--- config.mk ---
export PLATFORM = sky130hd
export DESIGN_NAME = uart_frame_buffer
export DESIGN_NICKNAME = d
export VERILOG_FILES = /design/src/rtl/uart_pkg.sv /design/src/rtl/sync_fifo.sv /design/src/rtl/uart_frame_buffer.sv
export SDC_FILE = /design/constraint.sdc
export NUM_CORES = 1
export LEC_CHECK = 0
export CORE_ASPECT_RATIO = 1.1
export CORE_MARGIN = 1
export CORE_UTILIZATION = 57
export DETAILED_ROUTE_END_ITERATION = 16
export DONT_BUFFER_PORTS = 1
export PLACE_DENSITY = 0.86
export SLEW_MARGIN = 20
export SYNTH_ARGS = -nofsm -noshare
export SYNTH_HDL_FRONTEND = slang
export SYNTH_SLANG_ARGS = --single-unit
--- constraint.sdc ---
create_clock -name clk -period 2.5 [get_ports clk]
set_input_delay 0.125 -clock clk [delete_from_list [all_inputs] [get_ports clk]]
set_output_delay 0.125 -clock clk [all_outputs]
set_load 0.005 [all_outputs]
--- src/rtl/uart_pkg.sv ---
// Frame layout constants shared by the UART capture stage and the receive buffer.
package uart_pkg;

    localparam int FRAME_BITS_DEF = 10;
    localparam int START_POS      = FRAME_BITS_DEF - 1;
    localparam int STOP_POS       = 0;
    localparam int DATA_MSB       = 8;
    localparam int DATA_LSB       = 1;
    localparam int DATA_BITS      = DATA_MSB - DATA_LSB + 1;

endpackage

--- src/rtl/sync_fifo.sv ---
// Single-clock first-word-fall-through FIFO with wrap-bit pointers.
module sync_fifo #(
    parameter int DATA_WIDTH = 8,
    parameter int DEPTH      = 16
) (
    input  logic                    clk,
    input  logic                    rst,
    input  logic                    push,
    input  logic [DATA_WIDTH-1:0]   wr_data,
    input  logic                    pop,
    output logic [DATA_WIDTH-1:0]   rd_data,
    output logic [$clog2(DEPTH):0]  count,
    output logic                    full,
    output logic                    empty
);

    localparam int AW = $clog2(DEPTH);
    localparam logic [AW:0] PTR_ONE = (AW+1)'(1);

    logic [DATA_WIDTH-1:0] mem [DEPTH];
    logic [AW:0]           wr_ptr;
    logic [AW:0]           rd_ptr;
    logic                  do_push;
    logic                  do_pop;

    // A pop frees a slot in the same cycle, so a full FIFO still accepts a push.
    assign do_pop  = pop & ~empty & ~rst;
    assign do_push = push & (~full | do_pop) & ~rst;

    assign empty   = (wr_ptr == rd_ptr);
    assign full    = (wr_ptr[AW] != rd_ptr[AW]) &&
                     (wr_ptr[AW-1:0] == rd_ptr[AW-1:0]);
    assign count   = wr_ptr - rd_ptr;
    assign rd_data = mem[rd_ptr[AW-1:0]];

    always_ff @(posedge clk) begin
        if (rst) begin
            wr_ptr <= '0;
            rd_ptr <= '0;
        end else begin
            if (do_push) wr_ptr <= wr_ptr + PTR_ONE;
            if (do_pop)  rd_ptr <= rd_ptr + PTR_ONE;
        end
    end

    always_ff @(posedge clk) begin
        if (do_push) mem[wr_ptr[AW-1:0]] <= wr_data;
    end

endmodule

--- src/rtl/uart_frame_buffer.sv ---
// Checks UART framing, queues good payload bytes and counts framing errors and drops.
module uart_frame_buffer
    import uart_pkg::*;
#(
    parameter int FRAME_BITS = FRAME_BITS_DEF,
    parameter int DEPTH      = 16,
    parameter int CNT_WIDTH  = 8
) (
    input  logic                    clk,
    input  logic                    rst,
    input  logic                    frame_valid,
    input  logic [FRAME_BITS-1:0]   frame,
    input  logic                    pop,
    output logic                    rd_valid,
    output logic [7:0]              rd_data,
    output logic [$clog2(DEPTH):0]  count,
    output logic                    full,
    input  logic                    clr_stats,
    output logic [CNT_WIDTH-1:0]    ferr_count,
    output logic [CNT_WIDTH-1:0]    ovf_count
);

    localparam int SP = FRAME_BITS - 1;

    logic                 good;
    logic                 push;
    logic                 ferr_evt;
    logic                 ovf_evt;
    logic                 empty;
    logic [DATA_BITS-1:0] head;

    assign good     = ~frame[SP] & frame[STOP_POS];
    assign push     = frame_valid & good;
    assign ferr_evt = frame_valid & ~good;
    assign ovf_evt  = push & full & ~pop;

    sync_fifo #(
        .DATA_WIDTH (DATA_BITS),
        .DEPTH      (DEPTH)
    ) u_fifo (
        .clk     (clk),
        .rst     (rst),
        .push    (push),
        .wr_data (frame[DATA_MSB:DATA_LSB]),
        .pop     (pop),
        .rd_data (head),
        .count   (count),
        .full    (full),
        .empty   (empty)
    );

    assign rd_valid = ~empty;
    assign rd_data  = rd_valid ? head : '0;

    // Clear wins over a coincident event; counters stick at all-ones.
    always_ff @(posedge clk) begin
        if (rst || clr_stats) begin
            ferr_count <= '0;
            ovf_count  <= '0;
        end else begin
            if (ferr_evt && !(&ferr_count))
                ferr_count <= ferr_count + 1'b1;
            if (ovf_evt && !(&ovf_count))
                ovf_count <= ovf_count + 1'b1;
        end
    end

endmodule

-- Word-level counts from Yosys, hierarchy flattened
Memories as Yosys holds them, arrays and structs flattened. A register that Yosys moved wholly into a read port is not among the register bits.
Cells that the tools add are included.
- muxes and demuxes: 5
- reductions and logical operators: 8
- bitwise logic cells: 16
- add/subtract/negate cells: 5
- eq/ne operators: 3
- operators with widths (kind ; count):
    8-bit by 1-bit adder with 8-bit output, second input constant ; 2
    8-bit AND reduction ; 2
    5-bit by 1-bit adder with 5-bit output, second input constant ; 2
    1-bit bitwise AND ; 9
    4-bit 2-to-1 mux ; 2
    8-bit 2-to-1 mux ; 1
    1-bit NOT ; 6
    5-bit equality test ; 1
    5-bit subtractor ; 1
    4-bit equality test ; 1
    1-bit logical AND ; 3
    1-bit zero test ; 2
    1-bit 2-to-1 mux ; 2
    1-bit logical OR ; 1
    1-bit != test ; 1
    1-bit OR ; 1
- memories: 1
- bits in registers: 26
- RAM bits: 128
- input bits: 15
- memory list (name ; depth ; width ; rd ports ; clocked after Yosys merged registers in ; write ports ; RTL line ; text):
    u_fifo.mem ; 16 ; 8 ; 1 ; 1 ; 1 ; sync_fifo.sv:20 ; logic [DATA_WIDTH-1:0] mem [DEPTH];

-- Depth between registers and ports, before layout
- word-level depth: 9
- mapped depth: 7
- depth with buffers taken out: 7

-- By module
A second synthesis with hierarchy kept.
- cells, all modules: 417
- area, all modules: 6608.8 um^2
- modules (own cells, without submodules) (module ; times used ; seq. area each (um^2) ; area an instance (um^2) ; cells each):
    sync_fifo ; 1 ; 4124.0 ; 5694.2 ; 308
    uart_frame_buffer ; 1 ; 320.3 ; 914.6 ; 109

-- Worst setup path before layout
Ideal clock, no wire load.
- path type: register -> register
- from: register u_fifo.wr_ptr[0]
- to: memory u_fifo.mem[3][0], enable pin
- setup slack: -0.072 ns
- cell stages (with the launch flop): 7
- required time: 2.117 ns
- path buffers: 0
- library setup time: 0.383 ns
- arrival time: 2.188 ns
- cell sequence: dfxtp_1 inv_1 ha_1 and4_1 a311oi_1 nand2_1 nor3_1
- longest elaborated chain between the ends: 9
- ends and longest elaborated chain (element ; RTL line ; text):
    from (decl) ; sync_fifo.sv:21 ; logic [AW:0] wr_ptr;
    from (signal assigned) ; sync_fifo.sv:41 ; if (do_push) wr_ptr <= wr_ptr + PTR_ONE;
    5-bit equality test ; sync_fifo.sv:30 ; assign empty = (wr_ptr == rd_ptr);
    1-bit NOT ; sync_fifo.sv:27 ; assign do_pop = pop & ~empty & ~rst;
    1-bit bitwise AND (2 in series) ; sync_fifo.sv:27 ;
    1-bit OR ; sync_fifo.sv:28 ; assign do_push = push & (~full | do_pop) & ~rst;
    1-bit bitwise AND (2 in series) ; sync_fifo.sv:28 ;
    1-bit 2-to-1 mux ; sync_fifo.sv:47 ; if (do_push) mem[wr_ptr[AW-1:0]] <= wr_data;
    1-bit 2-to-1 mux (implied by the code) ; sync_fifo.sv:47 ;
    to (decl) ; sync_fifo.sv:20 ;
Several ways; a longest one is shown, not always the timed one.

==> out/results.txt <==
aggregate negative setup slack - 0 ps
residual antenna-violating net count after detailed routing - 0
number of global-route vias before repair - 3936
number of buffers and inverters on the critical path - 0
switching power summed over all nets - 1.06 mW
unrepaired setup endpoints after global routing - no
Remaining Overflow, GRT - 0
Yosys top cell area share - 58.2%
worst reg2reg path endpoint - u_fifo.mem[15][6]$_DFFE_PP_
DP Wirelength - 8.89 mm
number of antenna violations at the first check in global routing - 1
number of distinct library cells after synthesis - 40
post-DR vias/cell - 6.15
worst slack, placed - 219 ps
largest area contributor in the netlist - sky130_fd_sc_hd__edfxtp_1
Hold Violations, Final - 0
routability congestion estimate - 0.814
maximum number of pins on one net before global-route repair - 25
most common library cell in the layout ignoring fill and taps - sky130_fd_sc_hd__edfxtp_1
normalized max-slew margin - 49.7%
Pre-antenna DRT Iters - 4
area of all placed cells without fillers - 7660 sq um
insertion delay of the later-clocked pin in the worst-skew pair - 410 ps
Vert. Die Dim - 115 um
count of antenna diodes in the layout - 0
clk root buf - sky130_fd_sc_hd__clkbuf_16
largest cells by area after synthesis - sky130_fd_sc_hd__edfxtp_1, sky130_fd_sc_hd__mux4_2, sky130_fd_sc_hd__dfxtp_1, sky130_fd_sc_hd__ha_1, sky130_fd_sc_hd__mux2_2
Post-Route Hold Slack - 22.0 ps
average detailed-routed wire length per instance - 23.4 um
register-to-register setup slack - 220 ps
sw frac - 18.5%
endpoint class of the critical path - output pin
Pint - 4.66 mW
most used cells in the layout excluding fill and tap cells - sky130_fd_sc_hd__edfxtp_1, sky130_fd_sc_hd__mux4_2, sky130_fd_sc_hd__nor2_1
power density normalized to cell area - 746 nW/um^2
DRC marker count from the first detailed-route iteration - 310
Global Route Usage Sum - 25.9%
cell row count - 40
min cycle time layout - 2310 ps
crit path max-delay cell type - sky130_fd_sc_hd__dfxtp_4
Levels on crit path - 4
flip-flop and latch count after synthesis - 158
layout cells sized above 1 - 23.0%
total wirelength of the detailed-routed design - 14.3 mm
total number of yosys warnings - 0
Worst Hold Launch - rst
family with the most delay on the worst path - multiplexers
number of nets in the finished design - 479
Placeable Area - 11100 sq um
TritonCTS clock tree - done
via count - 3765
P_leak - 2.55 nW
WP data arrival - 2180 ps
setup violators final - 0
crit share post-route - 92.2%
total CTS buffers - 17
starting density of the core - 59.4%
portion of the post-synthesis area used by sequential elements - 67.3%
worst clock skew - 8.21 ps
chain of cells forming the critical path - mux4_2 -> mux2_2 -> o21ai_0 -> a21oi_1
final std cells w/o fill - 612
Slew @ Worst Pin - 752 ps
Post-CTS Setup Bufs - 0
Die X-Extent - 105 um
CP max FO - 17
number of max-cap violations - 0
average size of a mapped cell - 15.9 sq um
Sinks on Clock Net - 158
Crit Reg-Reg Startpoint - u_fifo.rd_ptr[2]$_SDFFE_PP0N_
growth of design area from synthesis to finish - 16.0%
combinational share of power - 3.1%
overall die area - 12000 sq um
worst hold endpoint - u_fifo.rd_ptr[2]$_SDFFE_PP0N_
startpoint kind of the worst setup timing path - flip-flop
Peak supply drop - 343 uV
post-synthesis instance total - 415
num ports - 46
status - finished clean
Clock H-tree levels - 4
post-synthesis net count - 442
portion of total power attributed to sequential cells - 49.9%
Critical Path Max Stage Delay - 570 ps
number of cells on the worst hold path - 2
critical path class - reg -> out
critical path required time - 2380 ps
depth of the worst register-to-register path - 8
# placed instances - 569
Area after DPL - 6920 sq um
post-synthesis cell area - 6600 sq um
first-pass GRT wire length - 22.4 mm
count of unresolved DRC violations after routing - 0
highest attainable clock frequency - 0.434 GHz
Hold WC Path Type - in -> reg
Clock Pin Slew Worst Setup and Hold Paths - 60 ps
maximum number of buffers from clock root to sink - 2
count of input and output buffers - 0
proportion of power drawn by the clock network - 47.0%
setup ws final - 195 ps
total count of max-transition violations in the final report - 0
## area by class of cell
class                      instances  area (sq um)
clock buffer                      25           485
sequential                       158          4450
tap                              147           184
timing repair buffer              35           290
fill                             710          3450
clock inverter                     7           138
multi-input combinational        227          2060
inverter                          13          48.8
## worst register-to-register path, delay by kind of cell (launching register included)
kind                       cells  cell delay (ps)
adders and majority gates      1              380
DFF                            1              350
buffers and inverters          3              460
and+or+nand+nor                3              510
AOI/OAI and AO/OA              1              280
## how the worst max path moves through the flow
stage / endpoint / slack, ps
final: rd_data[0] / 190
after global routing: u_fifo.mem[5][4]$_DFFE_PP_ / 30
after CTS: rd_data[0] / 90
after detailed placement: u_fifo.mem[15][1]$_DFFE_PP_ / 220
after global placement: u_fifo.mem[15][3]$_DFFE_PP_ / 280
after floorplan: u_fifo.mem[15][0]$_DFFE_PP_ / 140
## Yosys cell counts
cell / number
sky130_fd_sc_hd__xor2_1: 4
sky130_fd_sc_hd__or4_4: 1
sky130_fd_sc_hd__or2_2: 2
sky130_fd_sc_hd__fa_1: 1
sky130_fd_sc_hd__or3_1: 5
sky130_fd_sc_hd__nand2b_1: 5
sky130_fd_sc_hd__a21o_1: 3
sky130_fd_sc_hd__mux4_2: 32
sky130_fd_sc_hd__o31ai_1: 3
sky130_fd_sc_hd__a31oi_1: 4
sky130_fd_sc_hd__nand4_1: 5
sky130_fd_sc_hd__o311ai_0: 1
sky130_fd_sc_hd__o21ai_0: 15
sky130_fd_sc_hd__a31o_2: 1
sky130_fd_sc_hd__nand3b_1: 2
sky130_fd_sc_hd__nand3_1: 6
sky130_fd_sc_hd__mux2_2: 11
sky130_fd_sc_hd__buf_1: 3
sky130_fd_sc_hd__and3_1: 4
sky130_fd_sc_hd__a21boi_0: 1
sky130_fd_sc_hd__nor2_1: 29
sky130_fd_sc_hd__xnor2_1: 5
sky130_fd_sc_hd__nand2_1: 17
sky130_fd_sc_hd__mux2i_1: 11
sky130_fd_sc_hd__and2_1: 2
sky130_fd_sc_hd__a211oi_2: 1
sky130_fd_sc_hd__nor3_1: 4
sky130_fd_sc_hd__edfxtp_1: 128
sky130_fd_sc_hd__buf_2: 3
sky130_fd_sc_hd__inv_1: 13
sky130_fd_sc_hd__ha_1: 11
sky130_fd_sc_hd__a311oi_1: 5
sky130_fd_sc_hd__dfxtp_1: 30
sky130_fd_sc_hd__o2111ai_1: 1
sky130_fd_sc_hd__a41o_1: 4
sky130_fd_sc_hd__clkbuf_1: 11
sky130_fd_sc_hd__a21oi_1: 20
sky130_fd_sc_hd__or4_1: 3
sky130_fd_sc_hd__and4_1: 4
sky130_fd_sc_hd__nor2b_1: 4
## metal layers
layer,global-route usage [%],vias to the layer above,part of all wire (%)
li1,-,1705,-
met1,31.1,1856,38
met2,44.2,175,51
met3,7.26,29,8.5
met4,11.9,0,3.0
met5,0,-,0
## power groups by stage
stage | logic (mW) | clock network [mW] | registers, mW
after floorplan | 0.0973 | 0 | 2.91
after global placement | 0.120 | 0 | 2.91
after detailed placement | 0.124 | 0 | 2.91
after CTS | 0.176 | 2.72 | 2.85
after global routing | 0.192 | 2.83 | 2.85
final | 0.177 | 2.69 | 2.85
## registers in the layout, summed over array words and instances, names as in the netlist, named ones only
register and count:
u_fifo.wr_ptr 5, ovf_count 8, u_fifo.mem 128, ferr_count 8, u_fifo.rd_ptr 5
## through the flow
| step | util [%] | total power, mW |
|---|---|---|
| global route | 69.0 | 5.87 |
| floorplan | - | 3.00 |
| finish | 69.0 | 5.72 |
| detailed placement | 62.3 | 3.03 |
| CTS | 68.9 | 5.75 |
| global placement | 62.3 | 3.03 |
## cells by family after synthesis
| kind of cell | synth area share, % |
|---|---|
| AOI/OAI and AO/OA | 5.69 |
| xor gates and xnor gates | 1.19 |
| adders and majority gates | 2.39 |
| buffers and inverters | 1.76 |
| DFF | 67.3 |
| muxes | 14.5 |
| and+or+nand+nor | 7.20 |
## what timing repair did
action	4_1_cts	5_1_grt
hold endpoints to repair	143	0
setup endpoints to repair	3	16
gates resized for setup	1	3
hold buffers	11	0
Power figures use the tool's default switching activity.
